File: src/rtl/frame_capture_fifo_pkg.sv
// rtl/frame_capture_fifo_pkg.sv - shared constants, capture state type and sweep helper
// Purpose: byte-address map of a decoded thermostat frame, sweep length and
//          capture FSM state encoding shared by the capture FIFO and its bench.
// Ports:   none (package).
package frame_capture_fifo_pkg;

    localparam logic [3:0] ADDR_ID0     = 4'd0;
    localparam logic [3:0] ADDR_ID1     = 4'd1;
    localparam logic [3:0] ADDR_ID2     = 4'd2;
    localparam logic [3:0] ADDR_ID3     = 4'd3;
    localparam logic [3:0] ADDR_ROOM_LO = 4'd4;
    localparam logic [3:0] ADDR_ROOM_HI = 4'd5;
    localparam logic [3:0] ADDR_SET_LO  = 4'd6;
    localparam logic [3:0] ADDR_SET_HI  = 4'd7;
    localparam logic [3:0] ADDR_STATE   = 4'd8;
    localparam logic [3:0] ADDR_TAIL1   = 4'd9;
    localparam logic [3:0] ADDR_TAIL2   = 4'd10;
    localparam logic [3:0] ADDR_TAIL3   = 4'd11;
    localparam logic [3:0] ADDR_STATUS  = 4'd15;

    localparam int SWEEP_LEN = 13;

    typedef enum logic [1:0] {
        IDLE   = 2'd0,
        SWEEP  = 2'd1,
        COMMIT = 2'd2
    } capture_state_t;

    // Sweep order is 0..11 then jumps straight to STATUS; 12..14 carry nothing.
    function automatic logic [3:0] next_sweep_addr(input logic [3:0] addr);
        return (addr == ADDR_TAIL3) ? ADDR_STATUS : addr + 4'd1;
    endfunction

endpackage

File: src/rtl/frame_capture_fifo_frame_store.sv
// rtl/frame_capture_fifo_frame_store.sv - frame-slot byte RAM, one write port, one registered read port
// Purpose: holds SLOTS frames of 16 bytes each, addressed as {slot, byte}.
// Ports:   clock, reset_n      - clock, async active-low reset (read register only)
//          wr_en/wr_slot/wr_byte/wr_data - single-byte synchronous write
//          pad_en              - zero bytes 12..14 of wr_slot in the same cycle
//          rd_slot/rd_byte     - read address, registered onto rd_data
//          rd_blank            - force the read register to 0x00 instead of RAM data
//          rd_data             - registered read byte
module frame_store #(
    parameter int SLOTS  = 8,
    parameter int SLOT_W = 3
) (
    input  logic              clock,
    input  logic              reset_n,
    input  logic              wr_en,
    input  logic [SLOT_W-1:0] wr_slot,
    input  logic [3:0]        wr_byte,
    input  logic [7:0]        wr_data,
    input  logic              pad_en,
    input  logic [SLOT_W-1:0] rd_slot,
    input  logic [3:0]        rd_byte,
    input  logic              rd_blank,
    output logic [7:0]        rd_data
);

    logic [7:0] mem [SLOTS*16];

    always_ff @(posedge clock) begin
        if (wr_en) begin
            mem[{wr_slot, wr_byte}] <= wr_data;
        end
        // Unswept addresses must read back as zero rather than stale bytes.
        if (pad_en) begin
            mem[{wr_slot, 4'd12}] <= 8'h00;
            mem[{wr_slot, 4'd13}] <= 8'h00;
            mem[{wr_slot, 4'd14}] <= 8'h00;
        end
    end

    always_ff @(posedge clock or negedge reset_n) begin
        if (!reset_n) begin
            rd_data <= 8'h00;
        end else if (rd_blank) begin
            rd_data <= 8'h00;
        end else begin
            rd_data <= mem[{rd_slot, rd_byte}];
        end
    end

endmodule

File: src/rtl/frame_capture_fifo.sv
// rtl/frame_capture_fifo.sv - captures decoded frames from the register bank into a frame FIFO
// Purpose: on each rising edge of mux_valid, sweeps the bank (0..11,15) into the
//          next free frame slot; the host reads the head frame by byte and pops it.
// Ports:   clock, reset_n                 - clock, async active-low reset
//          mux_address/mux_data/mux_valid - decode bank sweep interface
//          host_address/host_data/host_pop - head-frame read port and pop
//          frame_available, frame_count   - occupancy
//          overflow, abort, host_clear    - sticky status flags and their clear
module frame_capture_fifo
    import frame_capture_fifo_pkg::*;
#(
    parameter  int FIFO_DEPTH = 4,
    localparam int PTR_W      = $clog2(FIFO_DEPTH)
) (
    input  logic             clock,
    input  logic             reset_n,
    output logic [3:0]       mux_address,
    input  logic [7:0]       mux_data,
    input  logic             mux_valid,
    input  logic [3:0]       host_address,
    output logic [7:0]       host_data,
    input  logic             host_pop,
    output logic             frame_available,
    output logic [PTR_W:0]   frame_count,
    output logic             overflow,
    output logic             abort,
    input  logic             host_clear
);

    localparam logic [PTR_W:0] FULL_COUNT = (PTR_W+1)'(FIFO_DEPTH);

    capture_state_t state, state_next;

    logic             mux_valid_q, mux_valid_prev, rise;
    // Pointers carry one extra lap bit into a store of 2*FIFO_DEPTH slots, so the
    // slot being swept never aliases a buffered frame, even when the FIFO is full.
    logic [PTR_W:0]   wr_ptr, rd_ptr;
    logic [PTR_W:0]   count_next;
    logic [3:0]       addr_next;
    logic             sweep_wr, pad_en, pop_ok, full;
    logic             commit_ok, overflow_set, abort_set;

    assign rise = mux_valid_q & ~mux_valid_prev;

    always_ff @(posedge clock or negedge reset_n) begin
        if (!reset_n) begin
            state <= IDLE;
        end else begin
            state <= state_next;
        end
    end

    always_comb begin
        state_next = state;
        case (state)
            IDLE:    if (rise) state_next = SWEEP;
            SWEEP:   if (!mux_valid_q) state_next = IDLE;
                     else if (mux_address == ADDR_STATUS) state_next = COMMIT;
            COMMIT:  state_next = IDLE;
            default: state_next = IDLE;
        endcase
    end

    always_comb begin
        sweep_wr     = (state == SWEEP) && mux_valid_q;
        abort_set    = (state == SWEEP) && !mux_valid_q;
        pad_en       = (state == IDLE) && rise;
        pop_ok       = host_pop && frame_available;
        full         = (frame_count == FULL_COUNT);
        // A pop in the commit cycle frees the slot, so a full FIFO still accepts.
        commit_ok    = (state == COMMIT) && (!full || pop_ok);
        overflow_set = (state == COMMIT) && full && !pop_ok;
        addr_next    = 4'd0;
        if (sweep_wr && mux_address != ADDR_STATUS) begin
            addr_next = next_sweep_addr(mux_address);
        end
        count_next = frame_count;
        case ({commit_ok, pop_ok})
            2'b10:   count_next = frame_count + 1'b1;
            2'b01:   count_next = frame_count - 1'b1;
            default: count_next = frame_count;
        endcase
    end

    always_ff @(posedge clock or negedge reset_n) begin
        if (!reset_n) begin
            mux_valid_q     <= 1'b0;
            mux_valid_prev  <= 1'b0;
            mux_address     <= 4'd0;
            wr_ptr          <= '0;
            rd_ptr          <= '0;
            frame_count     <= '0;
            frame_available <= 1'b0;
            overflow        <= 1'b0;
            abort           <= 1'b0;
        end else begin
            mux_valid_q     <= mux_valid;
            mux_valid_prev  <= mux_valid_q;
            mux_address     <= addr_next;
            frame_count     <= count_next;
            frame_available <= (count_next != '0);
            if (commit_ok) wr_ptr <= wr_ptr + 1'b1;
            if (pop_ok)    rd_ptr <= rd_ptr + 1'b1;
            // Set wins over a coincident clear.
            if (overflow_set)    overflow <= 1'b1;
            else if (host_clear) overflow <= 1'b0;
            if (abort_set)       abort <= 1'b1;
            else if (host_clear) abort <= 1'b0;
        end
    end

    frame_store #(
        .SLOTS  (2 * FIFO_DEPTH),
        .SLOT_W (PTR_W + 1)
    ) u_store (
        .clock    (clock),
        .reset_n  (reset_n),
        .wr_en    (sweep_wr),
        .wr_slot  (wr_ptr),
        .wr_byte  (mux_address),
        .wr_data  (mux_data),
        .pad_en   (pad_en),
        .rd_slot  (rd_ptr),
        .rd_byte  (host_address),
        .rd_blank (!frame_available),
        .rd_data  (host_data)
    );

endmodule
File: config.mk
export PLATFORM = sky130hd
export DESIGN_NAME = frame_capture_fifo
export DESIGN_NICKNAME = d
export VERILOG_FILES = /design/src/rtl/frame_capture_fifo_pkg.sv /design/src/rtl/frame_capture_fifo_frame_store.sv /design/src/rtl/frame_capture_fifo.sv
export SDC_FILE = /design/constraint.sdc
export NUM_CORES = 1
export LEC_CHECK = 0
export ABC_AREA = 0
export ABC_CLOCK_PERIOD_IN_PS = 3100
export CAP_MARGIN = 15
export CORE_ASPECT_RATIO = 1.75
export CORE_UTILIZATION = 50
export DETAILED_ROUTE_END_ITERATION = 10
export PLACE_DENSITY_LB_ADDON = 0.08
export SYNTH_ARGS = -nofsm -noshare
export SYNTH_HDL_FRONTEND = slang
export SYNTH_SLANG_ARGS = --single-unit
File: constraint.sdc
create_clock -name clock -period 3.1 [get_ports clock]
set_clock_uncertainty 0.15 [all_clocks]
set_input_delay 0.775 -clock clock [delete_from_list [all_inputs] [get_ports clock]]
set_output_delay 0.775 -clock clock [all_outputs]
set_load 0.03 [all_outputs]
# --- After elaboration in Yosys (flattened, before gate mapping) ---
# Memory sizes are Yosys's and may differ from the RTL's.
# Index checks and enable logic that the tools add are counted.
classes:
  addsub: 5
  multipliers: 0
  div: 0
  order_cmp: 0
  n_eq_ne: 10
  n_shift: 0
  mux: 18
  n_bitwise: 2
  n_reduce_logical: 18
ops:
  columns: ["operator", "count"]
  rows:
  - ["2-to-1 mux 8 bit", 2]
  - ["adder 3 x 1 -> 3 bit (second input constant)", 3]
  - ["== test 4 bit (second input constant)", 2]
  - ["logical AND 1 bit", 8]
  - ["2-to-1 mux 1 bit", 8]
  - ["2-to-1 mux 4 bit", 2]
  - ["OR reduction 8 bit", 1]
  - ["2-to-1 mux 7 bit", 1]
  - ["2-to-1 mux 2 bit", 3]
  - ["one-hot mux 3 bit (2 select lines)", 1]
  - ["adder 4 x 1 -> 4 bit (second input constant)", 1]
  - ["== test 2 x 1 -> 1 bit (second input constant)", 2]
  - ["== test 2 bit (second input constant)", 2]
  - ["inequality test 4 bit (second input constant)", 1]
  - ["one-hot mux 2 bit (2 select lines)", 1]
  - ["nonzero test 2 bit", 2]
  - ["== test 3 bit (second input constant)", 1]
  - ["logical NOT 1 bit", 3]
  - ["inequality test 3 bit (second input constant)", 1]
  - ["nonzero test 3 bit", 1]
  - ["subtractor 3 x 1 -> 3 bit (second input constant)", 1]
  - ["logical NOT 2 bit", 1]
  - ["inequality test 2 bit (second input constant)", 1]
  - ["AND reduction 2 bit", 1]
  - ["3 further kinds", 3]
word_totals:
  ff_bits: 28
  latch_bits: 0
  ramBits: 1024
  romBits: 0
  in_bits: 17
  n_memories: 1
memory_table:
  columns: ["name", "words", "width", "rd", "rd_clocked_by_memory_dff", "write_ports", "line_no", "text"]
  rows:
  - ["u_store.mem", 128, 8, 1, 0, 3, "frame_capture_fifo_frame_store.sv:26", "logic [7:0] mem [SLOTS*16];"]

# --- Longest topological paths before layout ---
logic_depth:
  depth_word: 7
  depth_mapped: 12
  ltp_nobuf: 7

# --- Modules after synthesis ---
# Synthesis repeated with hierarchy kept, for this count alone.
unflattened:
  hier_cells: 2699
  area_unflattened_um2: 42160.4
modules_own_cells:
  columns: ["module", "instances", "cells_per_inst", "area_each_um2"]
  rows:
  - ["frame_store", 1, 2618, 41154.5]
  - ["frame_capture_fifo", 1, 81, 1006.0]

# --- Least setup slack after synthesis ---
# Ideal clock, no wire load.
synth_timing:
  path_type: "input -> register"
  from: "input host_address[0]"
  to: "register u_store.rd_data[0]"
  setup_time_ns: 0.133
  t_arrival_ns: 2.568
  t_required_ns: 2.817
  path_slack_ns: 0.249
  stages: 7
  cell_sequence: "buf_4 -> buf_2 -> mux4_2 -> mux4_2 -> mux2_2 -> nand2_1 -> nand4_1"
synth_via:
  elab_chain_cells: 2
synth_lines:
  columns: ["element", "line_no", "text"]
  rows:
  - ["start: declaration", "frame_capture_fifo.sv:20", "input logic [3:0] host_address,"]
  - ["memory (128 x 8 bit)", null, null]
  - ["2-to-1 mux 8 bit", "frame_capture_fifo_frame_store.sv:43", "end else if (rd_blank) begin"]
  - ["end signal: assignment", "frame_capture_fifo_frame_store.sv:46", "rd_data <= mem[{rd_slot, rd_byte}];"]
  - ["end: declaration", "frame_capture_fifo_frame_store.sv:23", "output logic [7:0] rd_data"]
# Every way passes these cells.
# A chain may end at the register's enable or synchronous reset.

# --- Final worst setup path ---
layout_timing:
  from: "register mux_address[2]"
  to: "output mux_address[2]"
layout_rtl:
  columns: ["element", "line_no", "text"]
  rows:
  - ["start: declaration", "frame_capture_fifo.sv:17", "output logic [3:0] mux_address,"]
  - ["start signal: assignment", "frame_capture_fifo.sv:99", "mux_address <= addr_next;"]
# No word-level cell between the ends.

==> results.ini <==
[die]
start_util_pct = 50.7
floorplan.die.height_um = 387
placeableCoreArea_mm2 = 0.0834
die_area_mm2 = 0.0857
pin_count = 35
die_w_um = 222
core.rowCount = 140

[power_and_ir_drop]
internal_power_uw = 23400
p_seq_share_pct = 50.2
p_sw_uw = 7580
p_sw_share_pct = 24.5
clock_power_share_pct = 38.1
pwr_density_cell_mw_per_mm2 = 631
vdd.ir_drop.worst_mv = 0.447
power.leakage_uw = 0.0172
power.combinational.fraction_pct = 11.7

[cells_and_area]
layout.filler_cells = 6444
final_cells = 4085
multi_input_area_mm2 = 0.0118
leading_cell_type_in_the_layout_fill_and_taps_excluded = sky130_fd_sc_hd__edfxtp_1
most_frequent_cells_in_the_layout = sky130_fd_sc_hd__edfxtp_1 (832), sky130_fd_sc_hd__buf_4 (315), sky130_fd_sc_hd__mux2i_1 (254)
area_delta_synth_final_pct = 16.2
area.sequential_mm2 = 0.0295
insertedDiodeCount = 0
stdcell_area_mm2 = 0.0491
final_nets = 2965
drive_above_1_share_pct = 23.8

[critical_path]
critical_path.endpoint_type = output pin
critPathLaunchType = flop
worst-endpoint-arrival_ns = 2.04
largest_delay_contributor_family_on_the_critical_path = buffers and inverters
critPathMaxFanout = 11
crit_path_cell_trace = clkdlybuf4s50_1
cell_at_the_slowest_stage_of_the_critical_path = sky130_fd_sc_hd__clkdlybuf4s50_1
wp_buf_inv = 1
critPathMaxStageDelay_ns = 0.76
timing_worst_setup_path_type = flop to output pin
required_ns = 2.17

[clock_network]
worst_skew_pair.late_latency_ns = 0.69
cts.repair_timing.setup_buffer_count = 0
cts_tree = built
cts_hold_repair.buffers = 0
cts_num_sinks = 1052
htreeDepth = 3
cts.repair.resized = 1
clk_path_buf_depth = 3
cts-buffers-inserted = 93
cts_root_buffer = sky130_fd_sc_hd__clkbuf_16
cts.clk_slew.worst_paths_ns = 0.07

[global_routing]
gr-total-overflow = 0
grt_pass1_wl_um = 171000
via_count_of_the_first_global_routing_pass = 25600
grt_use_total_pct = 27.4
grt_antenna_before_repair = 0
grt_max_degree = 93

[timing]
hold_violations = 0
maxSlewHeadroom_pct = 44.7
timing.final.max_slew_violations = 0
worst-slew-pin-transition_ns = 0.829
maxClockFrequency_mhz = 337
setup_repair_after_global_routing_missed_its_margin = false
report.final.setup_viol = 0
finalCriticalPeriod_ns = 2.97
final.period_utilization_pct = 95.7
tns_ns = 0

[synthesis]
synth_cell_types = 55
ys_seq_elements = 1052
post_synth.cell_area_avg_um2 = 15.9
postSynthCellCount = 2655
synth-edff-count = 832
mappedNetlistArea_mm2 = 0.0423
synth_sequential_area_ratio_pct = 69.9
yosysWarningCount = 0
synthArstFlopShare_pct = 2.66
synth.net_count = 2676
synth_ff_type = sky130_fd_sc_hd__edfxtp_1

[drt]
dr.pass1.iters = 7
drt-initial-drc-count = 2146
postRouteAntennaNets = 0
wl_per_cell_um = 28.3
detail_route.wirelength_um = 115000
vias = 24600
drc_errors = 0
detail_route.vias_per_cell = 6.01

[outcome]
status = finished clean

[placement]
place_area_mm2 = 0.0460
dp.cells = 3914
port_buffers = 34
gp_congestion = 0.887
post_dp_hpwl_um = 79600

[min_path]
class_of_the_tightest_hold_or_removal_check = primary input to asynchronous set/reset pin

[job]
timing.max_cap.violations = 0

## area by class of cell
| type | count | share of cell area (%) |
|---|---|---|
| timing repair buffer | 374 | 6.68 |
| tap | 1065 | 2.71 |
| clock inverter | 49 | 0.966 |
| multi-input combinational | 1416 | 24.1 |
| sequential | 1052 | 60.2 |
| clock buffer | 122 | 5.30 |
| inverter | 7 | 0.0535 |
## worst paths after layout
| check | startpoint | endpoint | slack (ns) | cells after the start |
|---|---|---|---|---|
| max | mux_address[2] | mux_address[2] | 0.13 | 1 |
| min | reset_n | abort | 0.01 | 1 |
| max reg2reg | state[1] | u_store.mem[41][0] | 0.48 | 7 |
| min reg2reg | mux_valid_q | mux_valid_prev | 0.29 | 0 |
| max in group asynchronous | reset_n | rd_ptr[0] | 2.20 | 1 |
| min in group clock | mux_valid_q | mux_valid_prev | 0.29 | 0 |
## metal layers
layer  GRT usage, %  wire length (um)  vias up  share of wire (%)
met5              0                 0        -                  0
met2           50.7             63400      733                 55
met3           3.39              5110      181                4.4
li1               -                 -    10800                  -
met1           31.6             42200    12800                 37
met4           11.9              4730        0                4.1
## power by group through the flow
stage	sequential, uW	clock [uW]	combinational (uW)
CTS	15500	12000	3640
floorplan	15900	0	1730
detailed placement	15900	0	3630
global route	15600	12400	3800
finish	15600	11800	3620
global placement	15900	0	3620
## cell families (layout without fill, tap and decap cells)
| logic type | count (synthesis) | in the layout | share of synthesized area, % |
|---|---|---|---|
| mux | 465 | 465 | 16.8 |
| buf+inv | 187 | 552 | 2.16 |
| xor+xnor | 7 | 7 | 0.145 |
| flops | 1052 | 1052 | 69.9 |
| simple gates | 513 | 513 | 5.07 |
| compound gates | 427 | 427 | 5.84 |
| fa+ha+maj | 4 | 4 | 0.136 |
## worst register-to-register path, cell delays in order, from the launching register on
cell and delay (ns):
sky130_fd_sc_hd__dfrtp_1 0.41, sky130_fd_sc_hd__nand2b_1 0.20, sky130_fd_sc_hd__or2_2 0.35, sky130_fd_sc_hd__nor2_1 0.24, sky130_fd_sc_hd__nand2_1 0.09, sky130_fd_sc_hd__buf_4 0.28
sky130_fd_sc_hd__nor2_1 0.39, sky130_fd_sc_hd__buf_4 0.23
## synth_stat cells, drive strengths merged (2+ instances only)
library cell,count,area (um2)
and2,4,25.0
xnor2,6,52.6
nand4,10,62.6
a211oi,3,22.5
o21ai,142,711
nor2,214,806
nand3,20,100
buf,75,490
a22oi,73,548
a31oi,10,62.6
o41a,2,22.5
mux2,20,225
a32o,2,20.0
or2,11,68.8
nand2,203,762
nand4b,2,17.5
ha,3,37.5
nand3b,3,22.5
nand2b,8,50.1
a32oi,6,52.6
o2111ai,2,17.5
mux4,191,4320
nor3,12,60.1
dfrtp,28,701
edfxtp,832,25000
o22ai,14,87.6
a22o,6,52.6
inv,7,26.3
a21oi,158,791
nor2b,23,144
dfxtp,192,3840
clkbuf,105,394
mux2i,254,2540
## metrics by stage
step	hold WS [ns]	setup slack, ns	total power [uW]	util, %
2_1_floorplan	0.225	0.249	17600	-
6_report	0.0142	0.133	31000	58.9
3_5_place_dp	0.280	-0.331	19500	55.2
3_3_place_gp	0.279	-0.325	19500	55.2
4_1_cts	0.00652	0.0927	31200	58.9
5_1_grt	0.0501	0.0837	31800	58.9
## registers in the layout, summed over array words and instances, names as in the netlist
signal           cells
wr_ptr               3
u_store.rd_data      8
overflow             1
mux_valid_prev       1
rd_ptr               3
abort                1
u_store.mem       1024
mux_valid_q          1
state                2
frame_count          3
mux_address          4
frame_available      1
Power figures use the tool's default switching activity.
